`src/rtl/rs_ex_unit.sv`:
```
// rs_ex_unit: RS-fed execution stage; one ALU/branch/jump result per cycle on the RS-EX result bus.
// Define RS_EX_RV32M_EN to add the RV32M multiplier and a 33-cycle restoring divider that stalls the RS.
//
// state | meaning
// IDLE  | accepting issues; single-cycle results broadcast the cycle after issue
// DIV   | one restoring shift-subtract step per cycle, RS stalled
// FIN   | sign fix-up and broadcast of the divide result
module rs_ex_unit #(
    parameter int OPNUM_W  = 6,
    parameter int ROB_ID_W = 4,
    parameter int XLEN     = 32
) (
    input  logic                clk,
    input  logic                rst,
    input  logic                rdy,
    input  logic [OPNUM_W-1:0]  opnum_from_rs,
    input  logic [XLEN-1:0]     V1_from_rs,
    input  logic [XLEN-1:0]     V2_from_rs,
    input  logic [XLEN-1:0]     pc_from_rs,
    input  logic [XLEN-1:0]     imm_from_rs,
    input  logic [ROB_ID_W-1:0] rob_id_from_rs,
    input  logic                rollback_sign_from_rob,
    output logic                valid_sign_to_cdb,
    output logic [ROB_ID_W-1:0] rob_id_to_cdb,
    output logic [XLEN-1:0]     data_to_cdb,
    output logic                jump_sign_to_rob,
    output logic [XLEN-1:0]     target_pc_to_rob,
    output logic                stall_sign_to_rs
);
    localparam logic [ROB_ID_W-1:0] INVALID_ROB = '0;
    localparam int SH_W = $clog2(XLEN);

    localparam logic [OPNUM_W-1:0]
        OP_NULL  = OPNUM_W'(0),  OP_LUI   = OPNUM_W'(1),  OP_AUIPC = OPNUM_W'(2),
        OP_JAL   = OPNUM_W'(3),  OP_JALR  = OPNUM_W'(4),  OP_BEQ   = OPNUM_W'(5),
        OP_BNE   = OPNUM_W'(6),  OP_BLT   = OPNUM_W'(7),  OP_BGE   = OPNUM_W'(8),
        OP_BLTU  = OPNUM_W'(9),  OP_BGEU  = OPNUM_W'(10), OP_ADDI  = OPNUM_W'(19),
        OP_SLTI  = OPNUM_W'(20), OP_SLTIU = OPNUM_W'(21), OP_XORI  = OPNUM_W'(22),
        OP_ORI   = OPNUM_W'(23), OP_ANDI  = OPNUM_W'(24), OP_SLLI  = OPNUM_W'(25),
        OP_SRLI  = OPNUM_W'(26), OP_SRAI  = OPNUM_W'(27), OP_ADD   = OPNUM_W'(28),
        OP_SUB   = OPNUM_W'(29), OP_SLL   = OPNUM_W'(30), OP_SLT   = OPNUM_W'(31),
        OP_SLTU  = OPNUM_W'(32), OP_XOR   = OPNUM_W'(33), OP_SRL   = OPNUM_W'(34),
        OP_SRA   = OPNUM_W'(35), OP_OR    = OPNUM_W'(36), OP_AND   = OPNUM_W'(37);

    logic [XLEN-1:0] pc_plus4, pc_plus_imm, op2;
    logic [XLEN-1:0] alu_data, alu_target;
    logic            alu_jump, is_branch;
    logic [SH_W-1:0] shamt;

    assign pc_plus4    = pc_from_rs + XLEN'(4);
    assign pc_plus_imm = pc_from_rs + imm_from_rs;
    assign op2   = (opnum_from_rs inside {[OP_ADDI:OP_SRAI]}) ? imm_from_rs : V2_from_rs;
    assign shamt = op2[SH_W-1:0];

`ifdef RS_EX_RV32M_EN
    localparam logic [OPNUM_W-1:0]
        OP_MUL  = OPNUM_W'(38), OP_MULH = OPNUM_W'(39), OP_MULHSU = OPNUM_W'(40),
        OP_MULHU = OPNUM_W'(41), OP_DIV = OPNUM_W'(42), OP_DIVU   = OPNUM_W'(43),
        OP_REM  = OPNUM_W'(44), OP_REMU = OPNUM_W'(45);
    localparam int CNT_W = $clog2(XLEN);

    typedef enum logic [1:0] {S_IDLE, S_DIV, S_FIN} state_t;
    state_t state;

    // Sign-extend per operand as needed; the low 2*XLEN bits of the product are exact for all forms.
    logic              mul_a_sgn, mul_b_sgn, is_div, div_sgn, s1, s2;
    logic [2*XLEN-1:0] mul_a, mul_b, mul_prod;
    assign mul_a_sgn = (opnum_from_rs == OP_MULH) || (opnum_from_rs == OP_MULHSU);
    assign mul_b_sgn = (opnum_from_rs == OP_MULH);
    assign mul_a     = {{XLEN{mul_a_sgn & V1_from_rs[XLEN-1]}}, V1_from_rs};
    assign mul_b     = {{XLEN{mul_b_sgn & V2_from_rs[XLEN-1]}}, V2_from_rs};
    assign mul_prod  = mul_a * mul_b;
    assign is_div    = opnum_from_rs inside {[OP_DIV:OP_REMU]};
    assign div_sgn   = (opnum_from_rs == OP_DIV) || (opnum_from_rs == OP_REM);
    assign s1        = div_sgn & V1_from_rs[XLEN-1];
    assign s2        = div_sgn & V2_from_rs[XLEN-1];

    // Dividend magnitude lives in div_quo and shifts out MSB-first as quotient bits shift in.
    logic [XLEN-1:0]     div_quo, div_rem, div_dvs, div_next_pc, q_fix, r_fix;
    logic [XLEN:0]       rem_shift, rem_sub;
    logic                div_neg_q, div_neg_r, div_zero, div_is_rem;
    logic [ROB_ID_W-1:0] div_rob;
    logic [CNT_W-1:0]    div_cnt;

    assign rem_shift = {div_rem, div_quo[XLEN-1]};
    assign rem_sub   = rem_shift - {1'b0, div_dvs};
    assign q_fix     = div_zero ? '1 : (div_neg_q ? -div_quo : div_quo);
    assign r_fix     = div_neg_r ? -div_rem : div_rem;
    assign stall_sign_to_rs = (state != S_IDLE);
`else
    assign stall_sign_to_rs = 1'b0;
`endif

    always_comb begin
        alu_data   = '0;
        alu_jump   = 1'b0;
        alu_target = pc_plus4;
        is_branch  = 1'b0;
        case (opnum_from_rs)
            OP_LUI:   alu_data = imm_from_rs;
            OP_AUIPC: alu_data = pc_plus_imm;
            OP_JAL: begin
                alu_data   = pc_plus4;
                alu_jump   = 1'b1;
                alu_target = pc_plus_imm;
            end
            OP_JALR: begin
                alu_data   = pc_plus4;
                alu_jump   = 1'b1;
                alu_target = (V1_from_rs + imm_from_rs) & ~XLEN'(1);
            end
            OP_BEQ:  begin is_branch = 1'b1; alu_jump = (V1_from_rs == V2_from_rs); end
            OP_BNE:  begin is_branch = 1'b1; alu_jump = (V1_from_rs != V2_from_rs); end
            OP_BLT:  begin is_branch = 1'b1; alu_jump = ($signed(V1_from_rs) < $signed(V2_from_rs)); end
            OP_BGE:  begin is_branch = 1'b1; alu_jump = ($signed(V1_from_rs) >= $signed(V2_from_rs)); end
            OP_BLTU: begin is_branch = 1'b1; alu_jump = (V1_from_rs < V2_from_rs); end
            OP_BGEU: begin is_branch = 1'b1; alu_jump = (V1_from_rs >= V2_from_rs); end
            OP_ADD, OP_ADDI:   alu_data = V1_from_rs + op2;
            OP_SUB:            alu_data = V1_from_rs - op2;
            OP_AND, OP_ANDI:   alu_data = V1_from_rs & op2;
            OP_OR, OP_ORI:     alu_data = V1_from_rs | op2;
            OP_XOR, OP_XORI:   alu_data = V1_from_rs ^ op2;
            OP_SLT, OP_SLTI:   alu_data = XLEN'($signed(V1_from_rs) < $signed(op2));
            OP_SLTU, OP_SLTIU: alu_data = XLEN'(V1_from_rs < op2);
            OP_SLL, OP_SLLI:   alu_data = V1_from_rs << shamt;
            OP_SRL, OP_SRLI:   alu_data = V1_from_rs >> shamt;
            OP_SRA, OP_SRAI:   alu_data = $signed(V1_from_rs) >>> shamt;
`ifdef RS_EX_RV32M_EN
            OP_MUL:                        alu_data = mul_prod[XLEN-1:0];
            OP_MULH, OP_MULHSU, OP_MULHU:  alu_data = mul_prod[2*XLEN-1:XLEN];
`endif
            default: ;
        endcase
        if (is_branch && alu_jump)
            alu_target = pc_plus_imm;
    end

    always_ff @(posedge clk or negedge rst) begin
        if (!rst) begin
            valid_sign_to_cdb <= 1'b0;
            rob_id_to_cdb     <= INVALID_ROB;
            data_to_cdb       <= '0;
            jump_sign_to_rob  <= 1'b0;
            target_pc_to_rob  <= '0;
`ifdef RS_EX_RV32M_EN
            state       <= S_IDLE;
            div_quo     <= '0;
            div_rem     <= '0;
            div_dvs     <= '0;
            div_next_pc <= '0;
            div_neg_q   <= 1'b0;
            div_neg_r   <= 1'b0;
            div_zero    <= 1'b0;
            div_is_rem  <= 1'b0;
            div_rob     <= INVALID_ROB;
            div_cnt     <= '0;
`endif
        end else if (rdy) begin
            valid_sign_to_cdb <= 1'b0;
            rob_id_to_cdb     <= INVALID_ROB;
            if (rollback_sign_from_rob) begin
`ifdef RS_EX_RV32M_EN
                state <= S_IDLE;
`endif
            end else begin
`ifdef RS_EX_RV32M_EN
                case (state)
                    S_IDLE: begin
                        if (opnum_from_rs != OP_NULL) begin
                            if (is_div) begin
                                div_quo     <= s1 ? -V1_from_rs : V1_from_rs;
                                div_dvs     <= s2 ? -V2_from_rs : V2_from_rs;
                                div_rem     <= '0;
                                div_neg_q   <= s1 ^ s2;
                                div_neg_r   <= s1;
                                div_zero    <= (V2_from_rs == '0);
                                div_is_rem  <= (opnum_from_rs == OP_REM) || (opnum_from_rs == OP_REMU);
                                div_rob     <= rob_id_from_rs;
                                div_next_pc <= pc_plus4;
                                div_cnt     <= CNT_W'(XLEN - 1);
                                state       <= S_DIV;
                            end else begin
                                valid_sign_to_cdb <= 1'b1;
                                rob_id_to_cdb     <= rob_id_from_rs;
                                data_to_cdb       <= alu_data;
                                jump_sign_to_rob  <= alu_jump;
                                target_pc_to_rob  <= alu_target;
                            end
                        end
                    end
                    S_DIV: begin
                        if (!rem_sub[XLEN]) begin
                            div_rem <= rem_sub[XLEN-1:0];
                            div_quo <= {div_quo[XLEN-2:0], 1'b1};
                        end else begin
                            div_rem <= rem_shift[XLEN-1:0];
                            div_quo <= {div_quo[XLEN-2:0], 1'b0};
                        end
                        div_cnt <= div_cnt - 1'b1;
                        if (div_cnt == '0)
                            state <= S_FIN;
                    end
                    S_FIN: begin
                        valid_sign_to_cdb <= 1'b1;
                        rob_id_to_cdb     <= div_rob;
                        data_to_cdb       <= div_is_rem ? r_fix : q_fix;
                        jump_sign_to_rob  <= 1'b0;
                        target_pc_to_rob  <= div_next_pc;
                        state             <= S_IDLE;
                    end
                    default: state <= S_IDLE;
                endcase
`else
                if (opnum_from_rs != OP_NULL) begin
                    valid_sign_to_cdb <= 1'b1;
                    rob_id_to_cdb     <= rob_id_from_rs;
                    data_to_cdb       <= alu_data;
                    jump_sign_to_rob  <= alu_jump;
                    target_pc_to_rob  <= alu_target;
                end
`endif
            end
        end
    end
endmodule

```
`config.mk`:
```
export PLATFORM = sky130hd
export DESIGN_NAME = rs_ex_unit
export DESIGN_NICKNAME = d
export VERILOG_FILES = /design/src/rtl/rs_ex_unit.sv
export SDC_FILE = /design/constraint.sdc
export NUM_CORES = 1
export LEC_CHECK = 0
export ABC_AREA = 1
export CORE_UTILIZATION = 25
export DETAILED_ROUTE_END_ITERATION = 7
export PLACE_DENSITY = 0.52
export REMOVE_ABC_BUFFERS = 1
export SETUP_SLACK_MARGIN = 0.15
export SLEW_MARGIN = 25
export SYNTH_ARGS = -nofsm -noshare
export SYNTH_HDL_FRONTEND = slang
export SYNTH_SLANG_ARGS = --single-unit
```
`constraint.sdc`:
```
create_clock -name clk -period 1.4 [get_ports clk]
set_input_delay 0.21 -clock clk [delete_from_list [all_inputs] [get_ports clk]]
set_output_delay 0.21 -clock clk [all_outputs]
set_load 0.02 [all_outputs]
```
---- Word level (Yosys, flattened, before mapping) ----
Cells that the tools add are included.
operators by class
  reduce and logical (&&, ||, !) cells .... 15
  muxes and demuxes ....................... 10
  div/mod/pow operators ................... 0
  add/subtract/negate cells ............... 5
  bitwise gates (word level) .............. 4
  shifts and indexed selects .............. 3
  equal/unequal tests ..................... 31
  order comparisons ....................... 8
  multiply operators ...................... 0
operators by type and width
  operator                                                               count
  32-bit case mux with 13 select lines                                   1
  32-bit < comparator                                                    4
  32-bit adder                                                           3
  6-bit by 5-bit equality test with 1-bit output, second input constant  13
  32-bit greater-or-equal comparator                                     2
  32-bit two-way mux                                                     2
  32-bit case mux with 2 select lines                                    1
  6-bit equality test, second input constant                             6
  32-bit by 3-bit adder with 32-bit output, second input constant        1
  32-bit bitwise AND                                                     1
  32-bit equality test                                                   1
  32-bit != test                                                         1
  32-bit bitwise OR                                                      1
  32-bit by 5-bit << shifter with 32-bit output                          1
  32-bit by 5-bit >> shifter with 32-bit output                          1
  32-bit by 5-bit >>> shifter with 32-bit output                         1
  32-bit subtractor                                                      1
  32-bit bitwise XOR                                                     1
  6-bit by 3-bit equality test with 1-bit output, second input constant  4
  2-bit OR reduction                                                     10
  6-bit by 4-bit equality test with 1-bit output, second input constant  3
  6-bit by 2-bit equality test with 1-bit output, second input constant  2
  4-bit two-way mux                                                      2
  1-bit case mux with 7 select lines                                     1
  other kinds (9)                                                        12
word-level totals
  word-level logic and storage cells ...... 81
  memories kept ........................... 0
  flip-flop bits (word level) ............. 70
  memory bits (read-only) ................. 0
  output and inout port bits .............. 71
  RAM bits ................................ 0
  bits in latches ......................... 0
  input bits .............................. 142

---- Logic depth before layout (Yosys ltp) ----
Gate-level depths: netlist (run 1).
  depth in word-level cells ............... 5
  gate-level depth with buffers ........... 26
  gate-level depth less buffers ........... 23

---- Worst setup path before layout (run 1) ----
Ideal clock, no wire load.
  kind .................................... input-to-reg
  start ................................... in opnum_from_rs[1]
  end ..................................... reg data_to_cdb[23]
  path slack .............................. -1.819 ns
  stages .................................. 22
  data required time ...................... 1.283 ns
  arrival ................................. 3.102 ns
  library setup time ...................... 0.117 ns
  cell sequence ........................... nand2_2 > nand2_1 > nand4_4 > buf_6 > clkbuf_1 > o21ai_0 > inv_1 > ha_1 > clkbuf_1 > nand2_1 > nor4_1 > nand4_1 > nand3_1 > nand2_1 > nand2_1 > a21oi_1 > o21ai_0 > nand2_1 > nor2_1 > nand3_1 > nand2_1 > nand2_1
on the way
  cells in the longest elaborated chain, start to end .. 5
  elaborated cells on any way between the ends .. 48
  those cells by class .................... add/sub: 2; order compare: 2; eq/ne: 23; shift: 3; mux: 2; bitwise: 3; reduce/logical: 13
ends and longest elaborated chain
  item                                                                                                                            line  source
  start: declaration                                                                                                              16    input logic [OPNUM_W-1:0] opnum_from_rs,
  6-bit by 5-bit greater-or-equal comparator with 1-bit output or 6-bit by 5-bit <= comparator with 1-bit output (tied branches)  52    assign op2 = (opnum_from_rs inside {[OP_ADDI:OP_SRAI]}) ? imm_from_rs : V2_from_rs;
  1-bit logical AND                                                                                                               52
  32-bit two-way mux                                                                                                              52
  32-bit subtractor (tied with other cells)                                                                                       119   OP_SUB: alu_data = V1_from_rs - op2;
  32-bit case mux with 13 select lines                                                                                            99    case (opnum_from_rs)
  end signal: assignment                                                                                                          217   data_to_cdb <= alu_data;
  end: declaration                                                                                                                25    output logic [XLEN-1:0] data_to_cdb,
Several ways; a longest one is shown, not always the timed one.
A chain may end at the register's enable or synchronous reset.

---- Final worst setup path (run 1) ----
  start ................................... in opnum_from_rs[3]
  end ..................................... reg data_to_cdb[24]
Same word-level chain as after synthesis.

==> impl_metrics.py, run 1 <==
metrics = {
    "outcome": {
        "outcome": "finished with violations",
        "violations": "setup timing",
    },
    "floorplanning": {
        "dieArea_um2": 81450,
        "ioPinCount": 213,
        "core_area_um2": 79260,
        "initial_utilization": 0.2533,
        "die_h_um": 285.4,
        "die_w_um": 285.4,
        "rows": 103,
    },
    "yosys": {
        "ys_types": 70,
        "avgSynthCellArea_um2": 5.466,
        "synth_async_sr_flop_share": 1.000,
        "synth_edf_count": 0,
        "syn_inst": 3673,
        "yosysSeqAreaShare": 0.08724,
        "ys_dominant_reg_cell": "dfrtp_1",
        "synth_top_area_cell": "nand2_1",
        "synth_top_area_frac": 0.2032,
        "synth-seq-cells": 70,
        "yosys_warnings": 0,
        "synth.area.top_cells": "nand2_1, nand3_1, ha_1, dfrtp_1, inv_1",
        "netlist_area_um2": 20080,
    },
    "global_route": {
        "grt_pass1_wl_mm": 206.6,
        "grt_use_total": 0.3475,
        "grt_remaining_overflow": 0,
        "first_global_vias": 31940,
        "grt_max_degree": 65,
        "antenna_found_initial": 0,
    },
    "power_and_ir_drop": {
        "leakage_nw": 20.52,
        "power_density_nw_per_um2": 602.6,
        "ir_worst_vdd_v": 0.0008342,
    },
    "detailed_routing": {
        "viasPerCell": 5.204,
        "wl_met3_mm": 8.941,
        "highest-signal-layer": "met4",
        "drc": 0,
        "vias": 32640,
        "wl_met1_mm": 58.49,
        "ant_nets": 0,
        "met2_length_mm": 67.95,
        "drtIter0Drc": 2830,
        "wire_per_inst_um": 23.65,
        "wl_mm": 148.3,
        "dr.pass1.iters": 6,
    },
    "clock_network": {
        "cts_tree": "done",
        "path_clk_slew_ns": 0.09,
        "clk_path_buf_depth": 2,
        "worstSkewPairLatency_ns": 0.43,
        "root_buffer": "clkbuf_16",
        "numClockSinks": 70,
        "cts_buffers": 9,
        "htreeDepth": 3,
    },
    "setup_path": {
        "end_kind": "register",
        "start_kind": "primary input",
        "critPathMaxStageDelay_ns": 0.38,
        "crit_type": "primary input to register",
        "regToRegSetupSlack_ns": 0.61,
        "worstPathCellList": "buf_8 -> nand2_4 -> nand4_4 -> buf_6 -> buf_16 -> buf_12 -> nand2_8 -> nand2_8 -> ha_4 -> fa_2 -> nand3_2 -> nand2_2 -> a21boi_2 -> o21ai_1 -> buf_4 -> buf_6 -> nand3_4 -> nand3_4 -> xor2_1 -> nor2_1 -> nor3_1 -> nand3_1 -> nand2_1 -> nand2_1",
        "cp_max_fo": 5,
        "cp_top_family": "simple AND/OR/NAND/NOR gates",
        "required_ns": 1.73,
        "slowest_stage": "fa_2",
        "cp.arrival_ns": 3.19,
        "cp.buffers_inverters": 6,
    },
    "cells_and_area": {
        "final_cell_area_um2": 40890,
        "nNetsFinal": 5562,
        "syn_to_final_growth_pct": 103.7,
        "antenna_cells": 0,
        "drive_gt1_frac": 0.5234,
        "layout.cells.non_filler": 6272,
    },
    "place": {
        "hpwl_mm": 118.7,
        "globalplace.congestion": 1.027,
        "dpl.cell_count": 6027,
        "placed_area_um2": 32530,
        "port-buffer-count": 211,
        "place_ws_ns": -2.803,
    },
    "sta": {
        "worst_pin_slew_ns": 0.6309,
        "hold_viol": 0,
        "maxSlewViolCount": 0,
        "layout_setup_ws_ns": -1.458,
        "finalSetupTns_ns": -74.36,
        "rsz0062_at_grt": "yes",
        "setup_viol": 68,
        "timing.final.crit_share": 2.041,
        "fin_crit_ns": 2.858,
        "fin_skew_ns": 0,
        "fmax_mhz": 349.9,
        "max_slew_margin": 0.5766,
    },
    "hold_path": {
        "hp-class": "primary input to async pin",
    },
    "run": {
        "cap_violations": 0,
    },
}
==> area by class of cell <==
cell class / instances / area (µm²)
clock buffers: 10 / 229.0
repair buffers: 1665 / 14200
inverters: 450 / 1734
well taps: 1050 / 1314
clock inverters: 6 / 67.56
flip-flops and latches: 70 / 1760
fillers: 7901 / 38360
multi-input cells: 3021 / 21590
==> stage by stage <==
| step | hold WS [ns] | power [mW] | utilization |
|---|---|---|---|
| 3_3_place_gp | 0.07658 | 17.22 | 0.4105 |
| 6_report | 0.1634 | 24.64 | 0.5160 |
| 2_1_floorplan | -0.08559 | 8.545 | - |
| 4_1_cts | 0.1619 | 22.77 | 0.4849 |
| 5_1_grt | 0.1780 | 25.79 | 0.5160 |
| 3_5_place_dp | 0.07979 | 17.22 | 0.4105 |
==> state kept, by name, indices dropped and copies added, names as in the netlist <==
signal and count:
data_to_cdb 32, jump_sign_to_rob 1, rob_id_to_cdb 4, target_pc_to_rob 32
valid_sign_to_cdb 1
==> repair_timing <==
action | CTS | global route
setup buffers | 141 | 61
hold endpoints to repair | 70 | 0
resized for setup | 1753 | 532
pin swaps | 331 | 300
cloned | 20 | 6
hold buffers | 1 | 0
setup endpoints to repair | 140 | 78
==> layout by cell type (no fill, tap or decap), types with 46 or more instances in the layout <==
cell     instances
ha_4            91
buf_2           90
o21ai_1         68
nand2_2        212
a21oi_1        109
o21ai_0         66
o21ai_2         53
inv_2           95
nand3_2        127
nand2_4         91
nor2_1         215
a21oi_2         96
nand2_1        807
buf_4         1251
dfrtp_1         63
inv_1          339
nand4_1         59
nand3_1        373
ha_1           102
nor2_2          64
buf_6          142
buf_12          55
nor2_4          46
==> power by group <==
| part | leakage (nW) | switching [mW] | internal (mW) |
|---|---|---|---|
| registers | 0.893 | 0.226 | 2.31 |
| logic | 19.5 | 10.6 | 8.75 |
| clock network | 0.139 | 1.36 | 1.39 |
==> worst paths after layout <==
path | start | depth (start not counted) | endpoint
worst max-delay path | opnum_from_rs[3] | 24 | data_to_cdb[24]$_DFFE_PN0P_
worst min-delay path | rst | 2 | data_to_cdb[27]$_DFFE_PN0P_
worst max register to register | data_to_cdb[21]$_DFFE_PN0P_ | 3 | data_to_cdb[21]$_DFFE_PN0P_
worst min register to register | target_pc_to_rob[17]$_DFFE_PN0P_ | 2 | target_pc_to_rob[17]$_DFFE_PN0P_
max in group asynchronous | rst | 3 | target_pc_to_rob[15]$_DFFE_PN0P_
min in group clk | rob_id_from_rs[2] | 3 | rob_id_to_cdb[2]$_DFFE_PN0P_
==> cells by family (layout without fill, tap and decap cells) <==
logic type / count (synthesis) / count (layout) / synth area share
compound gates: 625 / 625 / 0.1830
xor+xnor: 44 / 44 / 0.01919
fa+ha+maj: 203 / 203 / 0.1276
buf+inv: 582 / 2131 / 0.1166
flops: 70 / 70 / 0.08724
mux: 1 / 1 / 0.0004986
other cells: 1 / 1 / 0.0001868
simple gates: 2147 / 2147 / 0.4656
==> synthesized netlist by cell type, types with 7 or more instances <==
| master | instances |
|---|---|
| a21o_1 | 20 |
| a21oi_1 | 227 |
| a221oi_1 | 11 |
| a31oi_1 | 19 |
| buf_2 | 50 |
| buf_6 | 7 |
| clkbuf_1 | 63 |
| dfrtp_1 | 70 |
| ha_1 | 200 |
| inv_1 | 427 |
| inv_2 | 19 |
| nand2_1 | 1087 |
| nand2_2 | 26 |
| nand3_1 | 518 |
| nand3_2 | 14 |
| nand3b_1 | 7 |
| nand4_1 | 59 |
| nor2_1 | 317 |
| nor2_2 | 7 |
| nor3_1 | 52 |
| nor4_1 | 13 |
| o2111ai_1 | 9 |
| o211ai_1 | 27 |
| o21a_1 | 16 |
| o21ai_0 | 175 |
| o21ai_1 | 35 |
| o21bai_1 | 7 |
| o221ai_1 | 9 |
| o22ai_1 | 23 |
| or2_2 | 23 |
| xnor2_1 | 11 |
| xor2_1 | 33 |
==> routing by layer <==
metal | vias to the layer above | track usage
met1 | 15580 | 0.4226
li1 | 15370 | -
met3 | 408 | 0.03120
met2 | 1283 | 0.5793
met5 | - | 0
met4 | 0 | 0.2389
==> worst reg2reg max path, delay by kind of cell (launching register included) <==
family,cells,cell delay [ns]
flops,1,0.45
simple gates,2,0.10
buf+inv,1,0.14
Note: power is estimated with default switching activity, not from simulation.
==> inputs of run 2 (changes only) <==
Settings changed: CAP_MARGIN set to 20.
==> results of run 2 <==
The final DEF is identical to that of run 1; final timing and power are the same.
